--- config.mk ---
export PLATFORM = sky130hd
export DESIGN_NAME = sam_cmd_encoder_flat
export DESIGN_NICKNAME = d
export VERILOG_FILES = /design/src/rtl/sam_cmd_encoder_if.sv /design/src/rtl/sam_cmd_encoder.sv /design/src/flat_wrapper.sv
export SDC_FILE = /design/constraint.sdc
export NUM_CORES = 1
export LEC_CHECK = 0
export CAP_MARGIN = 25
export CELL_PAD_IN_SITES_DETAIL_PLACEMENT = 1
export CELL_PAD_IN_SITES_GLOBAL_PLACEMENT = 1
export CORE_MARGIN = 2
export CORE_UTILIZATION = 40
export DETAILED_ROUTE_END_ITERATION = 8
export PLACE_DENSITY_LB_ADDON = 0.1
export SLEW_MARGIN = 40
export SYNTH_ARGS = -nofsm -noshare
export SYNTH_HDL_FRONTEND = slang
export SYNTH_SLANG_ARGS = --single-unit
--- constraint.sdc ---
create_clock -name clk -period 5.6 [get_ports clk]
set_clock_uncertainty 0.2 [all_clocks]
set_input_delay 1.12 -clock clk [delete_from_list [all_inputs] [get_ports clk]]
set_output_delay 1.12 -clock clk [all_outputs]
set_load 0.005 [all_outputs]
--- src/rtl/sam_cmd_encoder_if.sv ---
// Stream bundle for the SAM command encoder: command input, write-data input
// and the 32-bit instruction-word output, each with its own valid/ready pair.
interface sam_cmd_encoder_if #(
    parameter int ADDR_W = 14,
    parameter int DATA_W = 16
);
    logic              cmd_valid;
    logic              cmd_ready;
    logic [1:0]        cmd_op;
    logic [ADDR_W-1:0] cmd_addr;
    logic [ADDR_W-1:0] cmd_len;

    logic              wdata_valid;
    logic              wdata_ready;
    logic [DATA_W-1:0] wdata;

    logic [31:0]       out_data;
    logic              out_valid;
    logic              out_ready;
    logic              out_last;

    // Host / command source side.
    modport master (
        output cmd_valid, cmd_op, cmd_addr, cmd_len,
        input  cmd_ready,
        output wdata_valid, wdata,
        input  wdata_ready,
        input  out_data, out_valid, out_last,
        output out_ready
    );

    // Encoder side.
    modport slave (
        input  cmd_valid, cmd_op, cmd_addr, cmd_len,
        output cmd_ready,
        input  wdata_valid, wdata,
        output wdata_ready,
        output out_data, out_valid, out_last,
        input  out_ready
    );
endinterface

--- src/rtl/sam_cmd_encoder.sv ---
// Host-side SAM instruction encoder: turns WRITE/READ/GO/NOP commands into
// 32-bit instruction words, expanding write bursts one word per datum.
module sam_cmd_encoder #(
    parameter int ADDR_W = 14,
    parameter int DATA_W = 16
) (
    input  logic             clk,
    input  logic             rstn,
    sam_cmd_encoder_if.slave bus,
    output logic             busy
);
    localparam logic [1:0] CMD_WRITE = 2'd0;
    localparam logic [1:0] CMD_READ  = 2'd1;
    localparam logic [1:0] CMD_GO    = 2'd2;

    typedef enum logic [1:0] {IDLE, WRITE, EMIT, DRAIN} state_t;

    state_t            state_q, state_d, cmdState;
    logic              rstDone_q;
    logic [1:0]        op_q, op_d;
    logic [ADDR_W-1:0] addrCur_q, addrCur_d;
    logic [ADDR_W-1:0] len_q, len_d;
    logic [ADDR_W-1:0] cnt_q, cnt_d;
    logic [31:0]       outData_q, outData_d;
    logic              outValid_q, outValid_d;
    logic              outLast_q, outLast_d;

    logic              outFree, cmdHs, lastWrite, loadWrite, loadEmit;
    logic [ADDR_W-1:0] readEnd;
    logic [DATA_W-1:0] wdataIn;

    assign outFree   = !outValid_q || bus.out_ready;
    assign cmdHs     = bus.cmd_valid && bus.cmd_ready;
    assign lastWrite = (cnt_q == len_q);
    assign readEnd   = addrCur_q + len_q;
    assign wdataIn   = bus.wdata;
    assign cmdState  = (bus.cmd_op == CMD_WRITE) ? WRITE : EMIT;

    // rstDone_q keeps cmd_ready low until the first edge after reset release.
    always_ff @(posedge clk or negedge rstn) begin
        if (!rstn) begin
            state_q   <= IDLE;
            rstDone_q <= 1'b0;
        end else begin
            state_q   <= state_d;
            rstDone_q <= 1'b1;
        end
    end

    always_comb begin
        state_d = state_q;
        case (state_q)
            IDLE:    if (cmdHs) state_d = cmdState;
            WRITE:   if (loadWrite && lastWrite) state_d = DRAIN;
            EMIT:    if (loadEmit) state_d = DRAIN;
            DRAIN:   if (outFree) state_d = cmdHs ? cmdState : IDLE;
            default: state_d = IDLE;
        endcase
    end

    // A new command may be taken in DRAIN while its last word is being accepted.
    always_comb begin
        bus.cmd_ready   = 1'b0;
        bus.wdata_ready = 1'b0;
        loadWrite       = 1'b0;
        loadEmit        = 1'b0;
        case (state_q)
            IDLE, DRAIN: bus.cmd_ready = rstDone_q && outFree;
            WRITE: begin
                bus.wdata_ready = outFree;
                loadWrite       = bus.wdata_valid && outFree;
            end
            EMIT:    loadEmit = outFree;
            default: ;
        endcase
    end

    always_comb begin
        op_d       = op_q;
        addrCur_d  = addrCur_q;
        len_d      = len_q;
        cnt_d      = cnt_q;
        outValid_d = outValid_q;
        outLast_d  = outLast_q;
        outData_d  = outData_q;
        if (outValid_q && bus.out_ready) begin
            outValid_d = 1'b0;
            outLast_d  = 1'b0;
        end
        if (cmdHs) begin
            op_d      = bus.cmd_op;
            addrCur_d = bus.cmd_addr;
            len_d     = bus.cmd_len;
            cnt_d     = '0;
        end
        if (loadWrite) begin
            outValid_d = 1'b1;
            outLast_d  = lastWrite;
            outData_d  = {2'b01, addrCur_q, wdataIn};
            addrCur_d  = addrCur_q + ADDR_W'(1);
            cnt_d      = cnt_q + ADDR_W'(1);
        end
        if (loadEmit) begin
            outValid_d = 1'b1;
            outLast_d  = 1'b1;
            case (op_q)
                CMD_READ: outData_d = {2'b10, addrCur_q, 2'b00, readEnd};
                CMD_GO:   outData_d = 32'hC000_0000;
                default:  outData_d = 32'h0000_0000;
            endcase
        end
    end

    always_ff @(posedge clk or negedge rstn) begin
        if (!rstn) begin
            op_q       <= 2'd0;
            addrCur_q  <= '0;
            len_q      <= '0;
            cnt_q      <= '0;
            outValid_q <= 1'b0;
            outLast_q  <= 1'b0;
            outData_q  <= 32'h0;
        end else begin
            op_q       <= op_d;
            addrCur_q  <= addrCur_d;
            len_q      <= len_d;
            cnt_q      <= cnt_d;
            outValid_q <= outValid_d;
            outLast_q  <= outLast_d;
            outData_q  <= outData_d;
        end
    end

    assign bus.out_data  = outData_q;
    assign bus.out_valid = outValid_q;
    assign bus.out_last  = outLast_q;
    assign busy          = (state_q != IDLE) || outValid_q;
endmodule
--- src/flat_wrapper.sv ---
// flat-port wrapper written by rule: the top's interface ports become plain ports
module sam_cmd_encoder_flat 
#(
    parameter int ADDR_W = 14,
    parameter int DATA_W = 16
)
  (clk, rstn, busy, bus_cmd_valid, bus_cmd_op, bus_cmd_addr, bus_cmd_len, bus_cmd_ready, bus_wdata_valid, bus_wdata, bus_wdata_ready, bus_out_data, bus_out_valid, bus_out_last, bus_out_ready);
  sam_cmd_encoder_if #(.ADDR_W(ADDR_W), .DATA_W(DATA_W)) bus_i ();
  input  logic clk;
  input  logic rstn;
  output logic busy;
  input wire logic [$bits(bus_i.cmd_valid)-1:0] bus_cmd_valid;
  input wire logic [$bits(bus_i.cmd_op)-1:0] bus_cmd_op;
  input wire logic [$bits(bus_i.cmd_addr)-1:0] bus_cmd_addr;
  input wire logic [$bits(bus_i.cmd_len)-1:0] bus_cmd_len;
  output wire logic [$bits(bus_i.cmd_ready)-1:0] bus_cmd_ready;
  input wire logic [$bits(bus_i.wdata_valid)-1:0] bus_wdata_valid;
  input wire logic [$bits(bus_i.wdata)-1:0] bus_wdata;
  output wire logic [$bits(bus_i.wdata_ready)-1:0] bus_wdata_ready;
  output wire logic [$bits(bus_i.out_data)-1:0] bus_out_data;
  output wire logic [$bits(bus_i.out_valid)-1:0] bus_out_valid;
  output wire logic [$bits(bus_i.out_last)-1:0] bus_out_last;
  input wire logic [$bits(bus_i.out_ready)-1:0] bus_out_ready;
  assign bus_i.cmd_valid = bus_cmd_valid;
  assign bus_i.cmd_op = bus_cmd_op;
  assign bus_i.cmd_addr = bus_cmd_addr;
  assign bus_i.cmd_len = bus_cmd_len;
  assign bus_cmd_ready = bus_i.cmd_ready;
  assign bus_i.wdata_valid = bus_wdata_valid;
  assign bus_i.wdata = bus_wdata;
  assign bus_wdata_ready = bus_i.wdata_ready;
  assign bus_out_data = bus_i.out_data;
  assign bus_out_valid = bus_i.out_valid;
  assign bus_out_last = bus_i.out_last;
  assign bus_i.out_ready = bus_out_ready;
  sam_cmd_encoder #(.ADDR_W(ADDR_W), .DATA_W(DATA_W)) u_core (.clk(clk), .rstn(rstn), .bus(bus_i), .busy(busy));
endmodule
==> impl_metrics.toml <==
[cts]
clockRootBuffer = "clkbuf_8"
cts_tree = "yes"
clock-sinks = 81
cts_made_buffers = 9
htree_levels = 3
clockBufferDepth = 2
cts_resized = 0
clk_latency_ns = 0.37
cts.clk_slew.worst_paths_ns = 0.08
postCtsHoldBufs = 0
post_cts_buffers = 0

[cells_and_area]
fin_nets = 661
area_growth_syn_to_layout_pct = 27.00
antennaDiodeCount = 0
drive_above_1_share = 0.04216

[timing]
fin_crit_ns = 3.971
drv_slew = 0
hold_viol = 0
tightest_slew_ns = 0.6994
fmax_ghz = 0.2518
setup_viol = 0
rsz0062_at_grt = "false"
finalCritPeriodShare = 0.7091
hold_slack_ns = 0.2906
relSlewSlack = 0.5337
setup_tns_ns = 0

[worst_hold_path]
hp-class = "reg -> reg"
holdPathStages = 2

[route]
wl_met2_um = 6232
wirelength_um = 13000
top_layer_used = "met4"
routedWlPerCell_um = 17.74
wl_met1_um = 5988
first_iter_violations = 222
drt.antenna.violating_nets = 0
vias_per_cell = 5.546
firstDrtPassIters = 4
drc = 0
num_vias = 4065
met3_length_um = 503

[yosys]
synth_area_leaders = "dfrtp_1, nand2_1, ha_1"
synth_enable_flop_cells = 0
yosysTopAreaCellShare = 0.4561
synth_commonest_cells = "nand2_1, dfrtp_1, a21oi_1, nor2_1, o21ai_1"
yosysTopAreaCell = "dfrtp_1"
synth_ff_type = "dfrtp_1"
syn_avg_cell_area_um2 = 8.749
seq_area_frac_synth = 0.4561
ys_warn_count = 0
synthArstFlopShare = 1.000
synthesis.instances = 508
synthesis.nets = 581
synth_area_mm2 = 0.004444
yosysUniqueCellTypes = 51
yosysMostFrequentCell = "nand2_1"
synth_seq_cells = 81

[die]
rows = 38
ioPinCount = 88
core_mm2 = 0.01084
die_h_um = 109.4
die_w_um = 109.4
initial_core_util = 0.4100
die_area_mm2 = 0.01197

[placement]
hpwl_um = 9441
gp_congestion = 0.8425
portBuffers = 87

[worst_setup_path]
crit_required_ns = 4.28
crit_type = "in -> out"
cp_top_family = "buffers and inverters"
crit_cells = 4
critPathLaunchType = "primary input"
max_stage_delay_ns = 0.50
path_cells = "clkdlybuf4s50_1 -> nand2b_1 -> and2_1 -> clkdlybuf4s50_1"
crit_fanout = 9
cp_common_cell = "clkdlybuf4s50_1"
path_buf_inv = 2
rr_worst_depth = 8
cp-end-kind = "primary output"
cp_slowest_cell = "clkdlybuf4s50_1"
r2r_setup_slack_ns = 2.68
arrival_ns = 2.65

[pwr]
ir_worst_vdd_mv = 0.2243
intPower_uw = 1844
p_leak_uw = 0.002505
swShare = 0.4276
powerDensity_mw_per_mm2 = 570.9
power_frac_seq = 0.329
p_clk_frac = 0.143
p_switching_uw = 1378
pwr-share-comb = 0.528

[grt]
first_global_vias = 4109
grt-ovfl-total = 0
grt_util_all_layers = 0.2282
grt_max_degree = 82
grt_pass1_wl_um = 20960
antenna_found_initial = 0

[run]
max-cap-violations = 0

[run_status]
status = "completed"
==> worst register-to-register path, delay by kind of cell (launching register included) <==
family | cells | cell delay (ns)
AO/OA/AOI/OAI | 4 | 1.25
XOR/XNOR | 1 | 0.16
adder cells (fa/ha/maj) | 2 | 0.67
AND/OR/NAND/NOR | 1 | 0.07
flip-flops | 1 | 0.48
==> layer usage <==
layer,vias up,global-route usage
met5,-,0
met4,0,0.08499
met3,18,0.02905
met2,88,0.3735
met1,2024,0.3098
li1,1935,-
==> state kept, by name, summed over array words and instances (netlist names) <==
| signal | cells |
|---|---|
| u_core.addrCur_q | 14 |
| u_core.bus.out_data | 32 |
| u_core.bus.out_last | 1 |
| u_core.bus.out_valid | 1 |
| u_core.cnt_q | 14 |
| u_core.len_q | 14 |
| u_core.op_q | 2 |
| u_core.rstDone_q | 1 |
| u_core.state_q | 2 |
==> worst paths after layout <==
check,startpoint,end
max,bus_out_ready,bus_wdata_ready
min,u_core.bus.out_data[31],u_core.bus.out_data[31]
max reg2reg,u_core.addrCur_q[0],u_core.bus.out_data[12]
min in group asynchronous,rstn,u_core.bus.out_data[0]
max in group asynchronous,rstn,u_core.cnt_q[8]
min reg2reg,u_core.bus.out_data[31],u_core.bus.out_data[31]
==> power by group through the flow <==
stage | combinational [uW] | sequential, uW | clock, uW
after global placement | 1630 | 1060 | 0
final | 1700 | 1060 | 461
after CTS | 1710 | 1060 | 471
after global routing | 1910 | 1090 | 494
after detailed placement | 1690 | 1070 | 0
after floorplan | 1110 | 997 | 0
==> layout make-up <==
class / instances / area, um^2
Inverter: 11 / 41.29
Timing Repair Buffer: 90 / 897.1
Sequential cell: 81 / 2027
Clock inverter: 2 / 35.03
Multi-Input combinational cell: 395 / 2296
Clock buffer: 14 / 172.7
Tap cell: 140 / 175.2
Fill cell: 1318 / 5196
==> cell families after synthesis <==
| family | synth area share |
|---|---|
| AND/OR/NAND/NOR | 0.2100 |
| AO/OA/AOI/OAI | 0.1819 |
| flip-flops | 0.4561 |
| buffers and inverters | 0.02843 |
| XOR/XNOR | 0.05124 |
| adder cells (fa/ha/maj) | 0.06363 |
| multiplexers | 0.007882 |
| other | 0.0008438 |
==> metrics by stage <==
stage / util / instances / worst slack (ns) / instance area, um^2 / power [uW]
floorplan: - / 508 / 2.730 / 4444 / 2105
global placement: 0.5005 / 717 / 1.682 / 5425 / 2692
detailed placement: 0.5010 / 717 / 1.633 / 5431 / 2760
CTS: 0.5202 / 733 / 1.627 / 5639 / 3238
global route: 0.5207 / 733 / 1.534 / 5644 / 3503
finish: 0.5207 / 733 / 1.629 / 5644 / 3222
==> layout by cell type, fill, tap and decap left out, types with 14 or more instances in the layout <==
cell and instances:
nand2_1 114, clkdlybuf4s50_1 86, dfrtp_1 81, a21oi_1 43, nor2_1 40, o21ai_1 22
ha_1 21, o21ai_0 20, nand3_1 14, xor2_1 14
No activity file was read; power rests on OpenSTA's default activity.
